===== src/rtl/imm_gen_pkg.sv =====
// Shared decode definitions for the RV32I immediate path: format-select codes and datapath width.
package imm_gen_pkg;

   localparam int XLEN = 32;

   localparam logic [1:0] IMM_I = 2'b00;
   localparam logic [1:0] IMM_S = 2'b01;
   localparam logic [1:0] IMM_B = 2'b10;
   localparam logic [1:0] IMM_U = 2'b11;

   // Replicate instr[31] above a field whose MSB sits at bit position msb.
   function automatic logic [XLEN-1:0] sext_from(input logic [XLEN-1:0] field, input int msb);
      logic [XLEN-1:0] res;
      for (int i = 0; i < XLEN; i++) begin
         res[i] = (i > msb) ? field[msb] : field[i];
      end
      return res;
   endfunction

endpackage


===== src/rtl/imm_extract.sv =====
// Combinational RV32I immediate extraction and sign extension, selected by a 2-bit format code.
module imm_extract
   import imm_gen_pkg::*;
(
   input  logic [XLEN-1:0] instr,
   input  logic [1:0]      sel,
   output logic [XLEN-1:0] imm
);

   // Opcode bits never steer the format; sel alone decides.
   logic unused_opcode;
   assign unused_opcode = ^instr[6:0];

   always_comb begin
      // NOTE: imm gets a default before the case so no path leaves it unassigned (no latch).
      imm = '0;
      unique case (sel)
         IMM_I: imm = sext_from({20'b0, instr[31:20]}, 11);
         IMM_S: imm = sext_from({20'b0, instr[31:25], instr[11:7]}, 11);
         IMM_B: imm = sext_from({19'b0, instr[31], instr[7], instr[30:25], instr[11:8], 1'b0}, 12);
         IMM_U: imm = {instr[31:12], 12'b0};
         default: imm = '0;
      endcase
   end

endmodule


===== src/rtl/imm_gen.sv =====
// Registered immediate generator: imm_extract followed by a result register and valid flop.
module imm_gen
   import imm_gen_pkg::*;
(
   input  logic            clk,
   input  logic            rst,
   input  logic [XLEN-1:0] inInstr,
   input  logic [1:0]      sl,
   input  logic            in_valid,
   output logic [XLEN-1:0] outIMM,
   output logic            out_valid
);

   logic [XLEN-1:0] imm;

   imm_extract u_extract (
      .instr (inInstr),
      .sel   (sl),
      .imm   (imm)
   );

   // Result register only loads on valid, so garbage on sl while idle never reaches outIMM.
   always_ff @(posedge clk) begin
      // NOTE: non-blocking assignments keep every flop sampling pre-edge values.
      if (rst) begin
         outIMM    <= '0;
         out_valid <= 1'b0;
      end else begin
         out_valid <= in_valid;
         if (in_valid) outIMM <= imm;
      end
   end

endmodule


===== config.mk =====
export PLATFORM = sky130hd
export DESIGN_NAME = imm_gen
export DESIGN_NICKNAME = d
export VERILOG_FILES = /design/src/rtl/imm_gen_pkg.sv /design/src/rtl/imm_extract.sv /design/src/rtl/imm_gen.sv
export SDC_FILE = /design/constraint.sdc
export NUM_CORES = 1
export LEC_CHECK = 0
export CAP_MARGIN = 30
export CORE_ASPECT_RATIO = 1.5
export CORE_MARGIN = 1
export CORE_UTILIZATION = 40
export DETAILED_ROUTE_END_ITERATION = 10
export GPL_TIMING_DRIVEN = 0
export PLACE_DENSITY = 0.8
export SLEW_MARGIN = 25
export SYNTH_ARGS = -nofsm -noshare
export SYNTH_HDL_FRONTEND = slang
export SYNTH_SLANG_ARGS = --single-unit

===== constraint.sdc =====
create_clock -name clk -period 1.25 [get_ports clk]
set_input_delay 0.1875 -clock clk [delete_from_list [all_inputs] [get_ports clk]]
set_output_delay 0.1875 -clock clk [all_outputs]
set_load 0.005 [all_outputs]

==> impl_metrics.yaml, run 1 <==
worst_setup_path:
  crit_required_ns: 1.44
  cp-end-kind: "register"
  critPathBufInv: 2
  path_max_fanout: 10
  slowest_stage: "clkdlybuf4s50_1"
  path_cells: "clkdlybuf4s50_1 -> nand2_4 -> buf_6 -> a311oi_2"
  critPathKind: "in2reg"
  timing.rr.start: "outIMM[0]"
  critPathTopFamily: "buffers and inverters"
  slowest_delay_ns: 0.55
  crit_path_start: "inInstr[31]"
  start_kind: "input pin"
  arrival_ns: 1.28
die:
  dieArea_sq_um: 3940
  dieHeight_um: 76.4
  ios: 70
  initial_utilization_pct: 42.4
  core_area_sq_um: 3480
  die_w_um: 51.6
  fp-row-count: 26
synthesis:
  synthTopCellsByCount: "dfxtp_1, nor2_1, nand3_1"
  ys.flop_type: "dfxtp_1"
  synth_area_per_cell_sq_um: 9.59
  netlist.area_leader.share_pct: 44.7
  ys_ff_latch: 33
  netlist_area_sq_um: 1480
  synthArstFlopShare_pct: 0
  yosysUniqueCellTypes: 23
  synth_edf_count: 0
  synth_cells: 154
  synthTopCellsByArea: "dfxtp_1, a311oi_2, nand3_1, nor2_1, a311oi_1"
  ys_warn_count: 0
  ys_seq_area_share_pct: 44.7
  yosys.area.top_type: "dfxtp_1"
  synthMostInstantiatedCell: "dfxtp_1"
  syn-num-nets: 191
route:
  ant_nets: 0
  drc: 0
  wl_per_cell_um: 13.9
  firstDrtPassIters: 4
  viasPerCell: 5.23
  wirelength_mm: 3.62
  vias: 1366
  drtIter0Drc: 22
sta:
  tightest_slew_ns: 0.460
  fin_crit_sh_pct: 86.8
  fin_crit_ns: 1.09
  slew_headroom_pct: 69.3
  rsz0062_at_grt: "false"
  hold_viol_final: 0
  drv_slew: 0
  finalSetupTns_ns: 0
  finClkSkew_ns: 0
  fmax_mhz: 921
  setup_violations: 0
layout:
  area_growth_pct: 46.3
  fin_util_pct: 62.0
  fin_nets: 256
  drive_gt1_share_pct: 17.8
  antennaDiodeCount: 0
clocking:
  cts_setup_buffers: 0
  worstSkewPairLatency_ns: 0.28
  cts_tree: "done"
  cts_buffers: 5
  cts_sinks: 33
  clockBufferDepth: 2
  root_buffer: "clkbuf_8"
  htree_num_levels: 2
  clk_pin_slew_ns: 0.06
run_status:
  status: "complete, no violations"
pwr:
  p_total_uw: 2420
  peakVddDrop_v: 0.00116
  p_leak_uw: 0.000907
  powerDensity_nw_per_um2: 1120
placement:
  gp_congestion: 0.746
  io_buffers: 58
  dp_hpwl_mm: 2.71
global_routing:
  grt_pass1_vias: 1395
  grt_overflow_total: 0
  grt_max_degree: 11
  grt_usage_pct: 20.7
  grt_pass1_wl_mm: 6.19
  antenna_found_initial: 0
worst_hold_path:
  min_from: "rst"
  min_path_type: "in2reg"
run:
  max-cap-violations: 0
-- flip-flops by register name (all words and copies together), names as in the netlist --
signal and cells:
outIMM 32, out_valid 1
-- where the power goes --
group          internal, uW  switching (uW)  leakage [uW]
clock network           436             364     0.0000443
logic                   250             213      0.000588
registers              1130            33.3      0.000275
total                  1810             611      0.000907
-- final timing paths --
| check | end | slack, ns | cells past startpoint |
|---|---|---|---|
| max | outIMM[25] | 0.16 | 4 |
| min | out_valid | 0.21 | 2 |
| max reg2reg | outIMM[0] | 0.50 | 3 |
| min reg2reg | outIMM[10] | 0.47 | 2 |
-- kinds of logic after synthesis --
kind of cell / after synthesis / synth area share (%)
AOI/OAI and AO/OA: 35 / 22.6
xor gates and xnor gates: 1 / 1.86
buffers and inverters: 19 / 8.30
DFF: 33 / 44.7
muxes: 2 / 1.44
and+or+nand+nor: 64 / 21.0
-- area by class of cell --
cell class	instances	area (sq um)
sequential	33	666
tap	42	52.6
inverter	1	3.75
buffer	18	119
clock buffer	7	86.3
timing repair buffer	58	539
multi-input combinational	102	693
fill	328	1320
-- worst register-to-register path, cell delays in order (launching register included) --
cell	delay [ns]
dfxtp_1	0.31
nor2b_1	0.12
a31oi_1	0.15
nor2_1	0.05
-- placed cells by master, fill, tap and decap left out, types with 3 or more instances in the layout --
master           netlist  layout
a311oi_2              10      10
buf_2                  8       8
nand2b_1               6       6
a311oi_1              10      10
a22oi_1                4       4
dlygate4sd2_1          0      33
dfxtp_1               33      29
nand3_1               25      25
a211oi_1               4       4
nor2_1                27      27
clkbuf_8               0       6
clkdlybuf4s50_1        0      25
clkbuf_1               2       3
a21oi_1                6       6
buf_4                  3       3
dfxtp_2                0       4
buf_6                  4       4
-- through the flow --
step                area (sq um)  cells  hold WS, ns  worst slack (ns)
floorplan                   1480    154        0.335             0.294
global placement            2110    254        0.460            -0.100
detailed placement          2110    254        0.458            -0.124
CTS                         2160    261        0.205             0.171
global route                2160    261        0.232             0.120
finish                      2160    261        0.209             0.164
-- timing repair --
item,in CTS,in global routing
setup endpoints to repair,33,0
resized for setup,37,0
hold buffers,0,0
-- per-layer routing --
metal,wire (um),vias up,GRT usage [%]
met4,86,0,10.0
li1,-,686,-
met5,0,-,0
met1,1470,622,22.7
met3,198,8,5.19
met2,1860,50,35.5
No activity file was read; power rests on OpenSTA's default activity.
==> inputs of run 2 (changes only) <==
==> constraint.sdc (replaced) <==
create_clock -name clk -period 1.25 [get_ports clk]
set_input_delay 0.1875 -clock clk [delete_from_list [all_inputs] [get_ports clk]]
set_output_delay 0.1875 -clock clk [all_outputs]
set_load 0.02 [all_outputs]
==> run 2 against run 1 <==
Effect of this change:
- sequential share of layout area fell by 0.16 points
- worst setup slack worse by 0.074 ns
- largest cell class unchanged
- hold slack about the same
- critical endpoint is now outIMM[24]
- first-iteration DRC count is 14% higher
- power increased by 3.3%
- clock power about the same
- via count is essentially flat
==> impl_metrics.yaml, run 2 (same netlist as run 1, synthesis figures left out) <==
sta:
  hold_viol_final: 0
  fmax_mhz: 862
  finClkSkew_ns: 0
  rsz0062_at_grt: "false"
  setup_violations: 0
  slew_headroom_pct: 69.3
  drv_slew: 0
  fin_crit_sh_pct: 92.8
  tightest_slew_ns: 0.460
  finalSetupTns_ns: 0
  fin_crit_ns: 1.16
die:
  die_w_um: 51.6
  dieArea_sq_um: 3940
  fp-row-count: 26
  initial_utilization_pct: 42.4
  ios: 70
  dieHeight_um: 76.4
  core_area_sq_um: 3480
worst_setup_path:
  path_cells: "dlygate4sd2_1"
  path_max_fanout: 2
  critPathBufInv: 1
  arrival_ns: 0.97
  slowest_stage: "dfxtp_1"
  start_kind: "register"
  critPathKind: "reg2out"
  cp-end-kind: "output pin"
  slowest_delay_ns: 0.35
  crit_required_ns: 1.06
  critPathTopFamily: "flip-flops"
clocking:
  worstSkewPairLatency_ns: 0.28
  clockBufferDepth: 2
  cts_setup_buffers: 0
  clk_pin_slew_ns: 0.06
  cts_hold_buf: 0
  cts_buffers: 5
  cts_tree: "done"
  root_buffer: "clkbuf_8"
  htree_num_levels: 2
  cts_sinks: 33
route:
  firstDrtPassIters: 4
  vias: 1367
  viasPerCell: 5.24
  ant_nets: 0
  drtIter0Drc: 25
  drc: 0
  wl_per_cell_um: 13.9
  wirelength_mm: 3.62
placement:
  gp_congestion: 0.746
  dp_hpwl_mm: 2.71
  postPlaceCellArea_sq_um: 2110
  io_buffers: 58
layout:
  area_growth_pct: 45.9
  fin_nets: 256
  drive_gt1_share_pct: 16.0
  final_cell_mix: "dfxtp_1, dlygate4sd2_1, nor2_1"
  finalInstanceArea_sq_um: 2150
  top_regs: "outIMM (32), out_valid (1)"
  regMostFlops: "outIMM"
  largest_register_ff_count: 32
  antennaDiodeCount: 0
  final.fill_count: 331
run_status:
  status: "complete, no violations"
pwr:
  peakVddDrop_v: 0.00116
  p_leak_uw: 0.000906
  powerDensity_nw_per_um2: 1160
global_routing:
  grt_pass1_vias: 1395
  grt_pass1_wl_mm: 6.19
  grt_max_degree: 11
  grt_usage_pct: 20.7
  antenna_found_initial: 0
  grt_overflow_total: 0
run:
  max-cap-violations: 0
worst_hold_path:
  min_path_type: "in2reg"
run 2: cell counts in the layout (fill, tap and decap cells not counted):
No cell type changed its count.
run 2: path summary, 6_finish.rpt:
path,startpoint,to,slack [ns],depth (start not counted)
worst max register to register,outIMM[0],outIMM[0],0.50,3
worst min-delay path,rst,out_valid,0.21,2
worst max-delay path,outIMM[24],outIMM[24],0.09,1
worst min register to register,outIMM[5],outIMM[5],0.47,2
run 2: what timing repair did:
| item | in CTS | in global routing |
|---|---|---|
| endpoints found under the hold margin | 0 | 0 |
| setup endpoints to repair | 33 | 0 |
| resized for setup | 33 | 0 |
run 2: power by group:
group          internal, uW  total (uW)  switching (uW)
registers              1120        1160            33.1
clock network           436         801             365
logic                   250         544             294
run 2: layout make-up:
| cell class | instances | area (sq um) | share of cell area (%) |
|---|---|---|---|
| buffer | 18 | 119 | 5.52 |
| clock buffer | 7 | 86.3 | 4.01 |
| inverter | 1 | 3.75 | 0.174 |
| multi-input combinational | 102 | 693 | 32.2 |
| sequential | 33 | 661 | 30.7 |
| tap | 42 | 52.6 | 2.44 |
| timing repair buffer | 58 | 539 | 25.0 |
run 2: per-layer routing:
layer / GRT usage (%) / routed length [um] / vias up / share of wire [%]
met5: 0 / 0 / - / 0
met3: 5.19 / 196 / 8 / 5.4
met2: 35.5 / 1860 / 50 / 51
li1: - / - / 687 / -
met4: 10.0 / 86 / 0 / 2.4
met1: 22.7 / 1470 / 622 / 41
run 2: stage by stage:
step                      worst slack (ns)  power (uW)  hold WS [ns]  cells  util, %
after global placement              -0.100        1770         0.460    254     60.6
after floorplan                      0.294        1500         0.335    154        -
after global routing                0.0585        2630         0.232    261     61.9
after detailed placement            -0.124        1780         0.458    254     60.6
final                               0.0902        2500         0.209    261     61.9
after CTS                           0.0941        2520         0.205    261     61.9
